<file path="src/rtl/post_processing.sv">
//-----------------------------------------------------------------------------
// post_processing
//
// Converts a Montgomery-domain value back to the normal domain:
//    out = X * 2^(-WIDTH) mod N
// This is the inverse of the pre-processing stage, which computes
// M * 2^WIDTH mod N. The block sits after the modular-exponentiation core and
// produces the final plaintext or ciphertext.
//
// Method: bit-serial Montgomery reduction. There is one halving step per
// clock for WIDTH clocks, followed by one conditional subtract of the
// modulus.
//
// Ports:
//    clk        rising-edge clock
//    reset      synchronous, active-high reset
//    X          Montgomery-domain input value (any value below 2^WIDTH)
//    N          modulus, must be odd (even N gives an undefined result, but
//               the block never hangs)
//    beg        level control: 0 = load/abort, 1 = run
//    out        result register, X * 2^(-WIDTH) mod N
//    out_ready  one-cycle pulse on the cycle out takes a new result
//    state      FSM state (0 IDLE, 1 REDUCE, 2 FINAL, 3 DONE)
//
// Handshake: beg is a level, not a pulse. While beg=0 the block sits in IDLE
// and re-latches X/N on every edge. The first edge that samples beg=1 latches
// the operands and starts the run. out_ready pulses for one cycle
// WIDTH+1 edges later. Dropping beg at any point aborts the run or re-arms
// the block. A new run needs at least one edge with beg=0. out holds its last
// result until the next completed run or reset.
//-----------------------------------------------------------------------------
module post_processing #(
   parameter int WIDTH = 256,
   parameter int CNT_W = 9
) (
   input  logic             clk,
   input  logic             reset,
   input  logic [WIDTH-1:0] X,
   input  logic [WIDTH-1:0] N,
   input  logic             beg,
   output logic [WIDTH-1:0] out,
   output logic             out_ready,
   output logic [1:0]       state
);

   typedef enum logic [1:0] {
      IDLE   = 2'd0,
      REDUCE = 2'd1,
      FINAL  = 2'd2,
      DONE   = 2'd3
   } state_t;

   // Counter value on the last reduction iteration.
   localparam logic [CNT_W-1:0] LAST_ITER = CNT_W'(WIDTH - 1);

   state_t           state_q;
   logic [WIDTH:0]   acc;      // accumulator A, one guard bit wide
   logic [WIDTH-1:0] nn;       // modulus latched at start
   logic [CNT_W-1:0] cnt;      // reduction iteration counter

   logic [WIDTH:0]   acc_sum;
   logic [WIDTH:0]   acc_half;
   logic             acc_ge;
   logic [WIDTH-1:0] acc_sub;

   // Datapath for one reduction step and the final correction.
   // A stays below 2^WIDTH, so A+NN fits in WIDTH+1 bits and the halved
   // value falls back below 2^WIDTH. At the end A <= NN, so a single
   // subtract is enough. The compare is WIDTH+1 bits wide, and A == NN
   // reduces to 0.
   always_comb begin
      acc_sum  = acc + {1'b0, nn};
      acc_half = acc[0] ? (acc_sum >> 1) : (acc >> 1);
      acc_ge   = (acc >= {1'b0, nn});
      acc_sub  = acc[WIDTH-1:0] - nn;
   end

   assign state = state_q;

   always_ff @(posedge clk) begin
      if (reset) begin
         state_q   <= IDLE;
         out       <= '0;
         out_ready <= 1'b0;
         acc       <= '0;
         nn        <= '0;
         cnt       <= '0;
      end else begin
         out_ready <= 1'b0;
         if (!beg) begin
            // beg=0 wins in every state: abort or re-arm, and reload operands.
            state_q <= IDLE;
            acc     <= {1'b0, X};
            nn      <= N;
            cnt     <= '0;
         end else begin
            case (state_q)
               IDLE: begin
                  // The operands sampled on the start edge are the ones used.
                  acc     <= {1'b0, X};
                  nn      <= N;
                  cnt     <= '0;
                  state_q <= REDUCE;
               end
               REDUCE: begin
                  acc <= acc_half;
                  cnt <= cnt + CNT_W'(1);
                  if (cnt == LAST_ITER) begin
                     state_q <= FINAL;
                  end
               end
               FINAL: begin
                  out       <= acc_ge ? acc_sub : acc[WIDTH-1:0];
                  out_ready <= 1'b1;
                  state_q   <= DONE;
               end
               DONE: begin
                  // Hold the result. Only a beg=0 cycle leaves this state.
                  state_q <= DONE;
               end
               default: begin
                  state_q <= IDLE;
               end
            endcase
         end
      end
   end

endmodule

</file>
<file path="config.mk">
export PLATFORM = sky130hd
export DESIGN_NAME = post_processing
export DESIGN_NICKNAME = d
export VERILOG_FILES = /design/src/rtl/post_processing.sv
export SDC_FILE = /design/constraint.sdc
export NUM_CORES = 2
export LEC_CHECK = 0
export BUFFER_PORTS_ARGS = -buffer_cell sky130_fd_sc_hd__buf_2
export CELL_PAD_IN_SITES_DETAIL_PLACEMENT = 0
export CELL_PAD_IN_SITES_GLOBAL_PLACEMENT = 2
export CORE_ASPECT_RATIO = 0.6
export CORE_UTILIZATION = 34
export CTS_BUF_LIST = sky130_fd_sc_hd__clkbuf_8
export CTS_CLUSTER_SIZE = 8
export DETAILED_ROUTE_END_ITERATION = 6
export PLACE_DENSITY = 0.81
export SETUP_SLACK_MARGIN = 0.3
export SYNTH_ARGS = -nofsm -noshare
export SYNTH_HDL_FRONTEND = slang
export SYNTH_SLANG_ARGS = --single-unit
</file>
<file path="constraint.sdc">
create_clock -name clk -period 5.2 [get_ports clk]
set_input_delay 0.78 -clock clk [delete_from_list [all_inputs] [get_ports clk]]
set_output_delay 0.78 -clock clk [all_outputs]
set_load 0.01 [all_outputs]
</file>
# After elaboration in Yosys (flattened, before gate mapping)
# Index checks and enable logic that the tools add are counted.
op_classes:
  n_mux: 10
  magnitude_cmp: 1
  addsub: 3
  bitwise: 1
  n_eq_ne: 7
  reduce_logical: 5
op_table:
  columns: ["operator", "n"]
  rows:
  - ["$mux W256", 5]
  - ["$pmux W257 S2", 1]
  - ["$add A257 B256 Y257", 1]
  - ["$ge A257 B256 Y1", 1]
  - ["$sub A256 B256 Y256", 1]
  - ["$pmux W9 S2", 1]
  - ["$add A9 B1 Y9 const B", 1]
  - ["$eq A9 B8 Y1 const B", 1]
  - ["$pmux W2 S3", 1]
  - ["$eq A2 B2 Y1 const B", 2]
  - ["$reduce_or A2 Y1", 2]
  - ["$ne A3 B1 Y1 const B", 1]
  - ["$eq A2 B1 Y1 const B", 1]
  - ["$logic_not A2 Y1", 1]
  - ["$mux W2", 1]
  - ["$ne A2 B1 Y1 const B", 1]
  - ["$ne A2 B2 Y1 const B", 1]
  - ["$reduce_and A2 Y1", 1]
  - ["$reduce_bool A2 Y1", 1]
  - ["$mux W1", 1]
  - ["$not A1 Y1", 1]
word_totals:
  register_bits: 781
  inputBits: 515

# Depth between registers and ports, before layout
logic_depth:
  word_depth: 4
  mapped_depth: 21

# Least setup slack after synthesis
# No wires, ideal clock.
synth_path:
  path_kind: "register to register"
  start: "register acc[0]"
  end: "register out[255]"
  setup_ns: 0.086
  path_slack_ns: 0.482
  path_buffers: 2
  t_arrival_ns: 4.633
  path_stages_with_launch: 20
  cell_sequence: "dfxtp_1 -> clkbuf_1 -> clkinv_1 -> clkbuf_1 -> ha_1 -> nand2b_1 -> a2111oi_2 -> nor2_1 -> a21o_1 -> o21ai_2 -> a31oi_1 -> or4_1 -> o41ai_2 -> a21oi_1 -> nand3b_1 -> a211oi_1 -> o211ai_1 -> nor2_1 -> mux2_2 -> a211oi_1"
synth_between:
  elab_chain_cells: 2
synth_lines:
  columns: ["element", "line", "rtl"]
  rows:
  - ["from (decl)", "57", "logic [WIDTH:0] acc;"]
  - ["from (signal assigned)", "93", "acc <= {1'b0, X};"]
  - ["from (signal assigned)", "100", "acc <= {1'b0, X};"]
  - ["from (signal assigned)", "106", "acc <= acc_half;"]
  - ["$sub A256 B256 Y256 or $ge A257 B256 Y1 (tied branches)", "75, 74", null]
  - ["$mux W256 *", "113", "out <= acc_ge ? acc_sub : acc[WIDTH-1:0];"]
  - ["to (signal assigned)", "113", null]
  - ["to (decl)", "41", "output logic [WIDTH-1:0] out,"]
# Mark *: on every way between the ends. The rest lies on a longest branch, timed or not.
# A chain may end at the register's enable or synchronous reset.

# Worst setup path in the final report
layout_path:
  start: "register nn[132]"
  end: "register out[189]"
layout_between:
  elab_chain_cells: 2
layout_lines:
  columns: ["element", "line", "rtl"]
  rows:
  - ["from (decl)", "58", "logic [WIDTH-1:0] nn;"]
  - ["from (signal assigned)", "86", "nn <= '0;"]
  - ["from (signal assigned)", "94", "nn <= N;"]
  - ["from (signal assigned)", "101", "nn <= N;"]
  - ["$sub A256 B256 Y256 or $ge A257 B256 Y1 (tied branches)", "75, 74", null]
  - ["$mux W256 *", "113", null]
# Marked as above.

==> results by group <==
Worst setup path
  • CP bufs+invs: 7
  • Worst path slowest cell: o31ai_1
  • CP max FO: 9
  • Critical-path cell list: inv_1, ha_1, buf_4, clkinv_1, buf_4, o31ai_1, a21oi_1, o21ai_0, a21o_1, a21o_1, a41oi_1, a31oi_2, buf_4, a21oi_1, buf_4, o21ai_0, xnor2_1, o211ai_1, buf_4, o21ai_0, nor2_1
  • Crit path required time: 6100 ps
  • Setup crit end kind: flip-flop
  • Crit start category: flip-flop
  • Most used cell, CP: buf_4
  • CP Class: reg -> reg
  • Worst path max stage delay: 930 ps
  • Delay-heaviest family, CP: compound AO/OA/AOI/OAI gates
  • CP Data Arrival Time: ~6000 ps

Timing
  • Final WS setup: 135 ps
  • Min Tclk post-route: 5070 ps
  • Pin slew with the least headroom to its limit: approximately 1200 ps
  • Tightest hold margin: 60.7 ps
  • Relative slew slack: about 16%
  • Final Skew: 87.8 ps
  • Achievable Freq: 197 MHz
  • Hold Vio Cnt, Final: 0
  • Tcrit/Tclk final: 97.4%
  • RSZ-0062 raised after global routing: true
  • Final slew viol count: 0
  • Setup_tns: 0 ps
  • Setup violators final: 0

Power
  • Seq pwr share: 23.7%
  • Power Density: 275 nW/µm²
  • Pleak: 44.0 nW
  • Internal: 15.1 mW
  • VDD IR max: 0.000200 V
  • Comb pwr share: 52.1%
  • Sw frac: 45.6%
  • Clk pwr share: between 20% and 30%
  • Switching pwr: 12.7 mW

Global route
  • GRT Util Overall: between 40% and 50%
  • GRT overflow: 0
  • Global-route wire length before repair: 689000 µm
  • Number of global-route vias before repair: 90.3k
  • Largest net degree at the start of global routing: 176
  • Initial antenna violation count: approximately 50

Logic synthesis
  • Synth top cells by count: a21oi_1 (1484), nor2_1 (1448), nand2_1 (1227)
  • Count leader, synth: a21oi_1
  • Netlist cell types: between 90 and 100
  • Cells after synthesis: ~11k
  • Syn avg cell area: 6.71 µm²
  • Register bit total from synthesis: 780
  • Post-Syn Nets: 11.7k
  • Top cell type's share of synthesized area: 21.7%
  • Warnings from Yosys: 0
  • Synth area leader: dfxtp_1
  • Post-synth EDFFs: 0
  • Largest cells by area after synthesis: dfxtp_1 (22%), a21oi_1 (10%), ha_1 (9.0%)
  • Post-synthesis sequential area ratio: 21.7%
  • Async SR Flop Fraction: 0%
  • Syn Std Cell Area: 71800 µm²
  • Main synth FF type: dfxtp_1

Finish
  • Fin nets: 14.4k
  • Area of the multi-input gates: 54200 µm²
  • Filler cell count in the final layout: 21.7k
  • Storage cell area: between 15000 and 20000 µm²
  • Syn-to-layout area delta: 41.1%
  • Share of layout cells above drive strength 1: 28.3%
  • Fin util: between 40 and 50%

CTS
  • Worst-skew pair later-pin latency: 980 ps
  • H-tree depth: 4
  • Clock root cell: clkbuf_8
  • CTS sink cnt: 780
  • CTS tree: done
  • TritonCTS Buffers: 148
  • Clock Tree Buf Depth: 4
  • Clock Pin Slew Worst Setup and Hold Paths: 70 ps

Detailed routing
  • Met1 WL: 233000 µm
  • First-pass DRT Iterations: 7
  • Total length of routed met3 wires: 79300 µm
  • DRT Wirelength: 505000 µm
  • DR vias/cell: 6.15
  • Max layer used: met5
  • Via count: 99.8k
  • DRT iter0 DRCs: ~16k
  • Post-DRT Antenna Nets: 0
  • Met2 Routed Length: between 150000 and 200000 µm
  • Drt drc: 2
  • Detailed-route wire length per cell: 31.1 µm

Worst hold path
  • Hold/Removal Path Class: in -> reg

Outcome
  • Failing checks: DRC
  • Status: finished with violations

Die
  • Initial Util: 34.3%
  • Num ports: 774
  • Die Ht: 358 µm
  • Die width: 595 µm
  • Die area: 213000 µm²
  • Core Region: 210000 µm²
  • Row cnt: 130

Place
  • DP HPWL: 422000 µm
  • Routability cong.: 1.13
  • Setup WS pre-CTS: -722 ps
  • PortBufs: around 770

Flow run
  • Max Cap Viol: 0
## path summary, 6_finish.rpt
check / from / end / slack, ps / cells after the start
max: nn[132]$_SDFFE_PP0P_ / out[189]$_SDFFE_PP0P_ / 130 / 21
min reg2reg: out[207]$_SDFFE_PP0P_ / out[207]$_SDFFE_PP0P_ / 460 / 2
min: N[250] / nn[250]$_SDFFE_PP0P_ / 60 / 3
max reg2reg: nn[132]$_SDFFE_PP0P_ / out[189]$_SDFFE_PP0P_ / 130 / 21
## metrics by stage
step	area [µm²]	instances	power (mW)
global placement	94600	15900	19.7
global route	101000	16200	28.6
finish	101000	16200	27.9
floorplan	71800	10700	12.7
CTS	99500	16200	26.8
detailed placement	94600	15900	19.7
## worst reg2reg max path, delay by kind of cell, from the launching register on
| kind | cells | cell delay (ps) |
|---|---|---|
| AND/OR/NAND/NOR | 1 | 100 |
| buffers and inverters | 7 | 1070 |
| flip-flops | 1 | 350 |
| XOR/XNOR | 1 | 250 |
| AO/OA/AOI/OAI | 11 | 2910 |
| adder cells (fa/ha/maj) | 1 | 350 |
## what timing repair did
item	4_1_cts	5_1_grt
pin swaps	80	100
endpoints found under the setup margin	335	305
hold buffers	18	0
endpoints found under the hold margin	18	0
resized for setup	302	338
buffers inserted	50	30
gates cloned	0	1
## layout by cell type, fill, tap and decap left out, drive strengths merged, types with 28 or more instances in the layout
master and instances:
inv 612, nand2b 47, a21oi 1486, clkbuf 181, and3 38, and2 51, a21boi 69, o211ai 59
ha 514, dfxtp 780, o221ai 119, a221oi 28, nand3 122, o21ai 723, a211oi 228, o31ai 192
clkinv 33, a2111oi 139, mux2i 33, a21o 103, nand4 257, nor2b 57, nor2 1448, nand2 1227
xnor2 465, o21a 72, nor3 331, buf 3120, or3 50, a31oi 78, nor4 242, o21bai 210
## flip-flops by register name (all words and copies together) (netlist names)
signal / cells
acc: 256
out: 256
state: 2
nn: 256
cnt: 9
out_ready: 1
## cells by family (layout without fill, tap and decap cells)
family                     after synthesis  after routing  synth area share (%)
and+or+nand+nor                       3953           3953                  24.5
AOI/OAI and AO/OA                     3697           3697                  31.9
buffers and inverters                 1240           3977                  6.55
DFF                                    780            780                  21.7
adders and majority gates              516            516                  9.01
xor gates and xnor gates               477            477                  5.82
muxes                                   36             36                 0.507
other                                    0             23                     0
## area by class of cell
type | instances | area share (%)
well taps | 2772 | 3.42
flip-flops and latches | 780 | 15.4
inverters | 596 | 2.21
repair buffers | 3140 | 22.4
multi-input cells | 8679 | 53.5
clock buffers | 179 | 2.43
clock inverters | 62 | 0.478
diodes | 23 | 0.0568
## power by group through the flow
stage          clock network, mW  registers, mW  logic [mW]
6_report                    6.73           6.61        14.5
5_1_grt                     7.01           6.63        14.9
4_1_cts                     6.76           6.59        13.4
3_5_place_dp                   0           6.72        13.0
3_3_place_gp                   0           6.70        13.0
2_1_floorplan                  0           6.70        5.98
## per-layer routing
metal	global-route usage, %	vias to the layer above
li1	-	43800
met1	68.1	48600
met2	55.4	6679
met3	18.8	717
met4	11.4	38
met5	1.83	-
No activity file was read; power rests on OpenSTA's default activity.
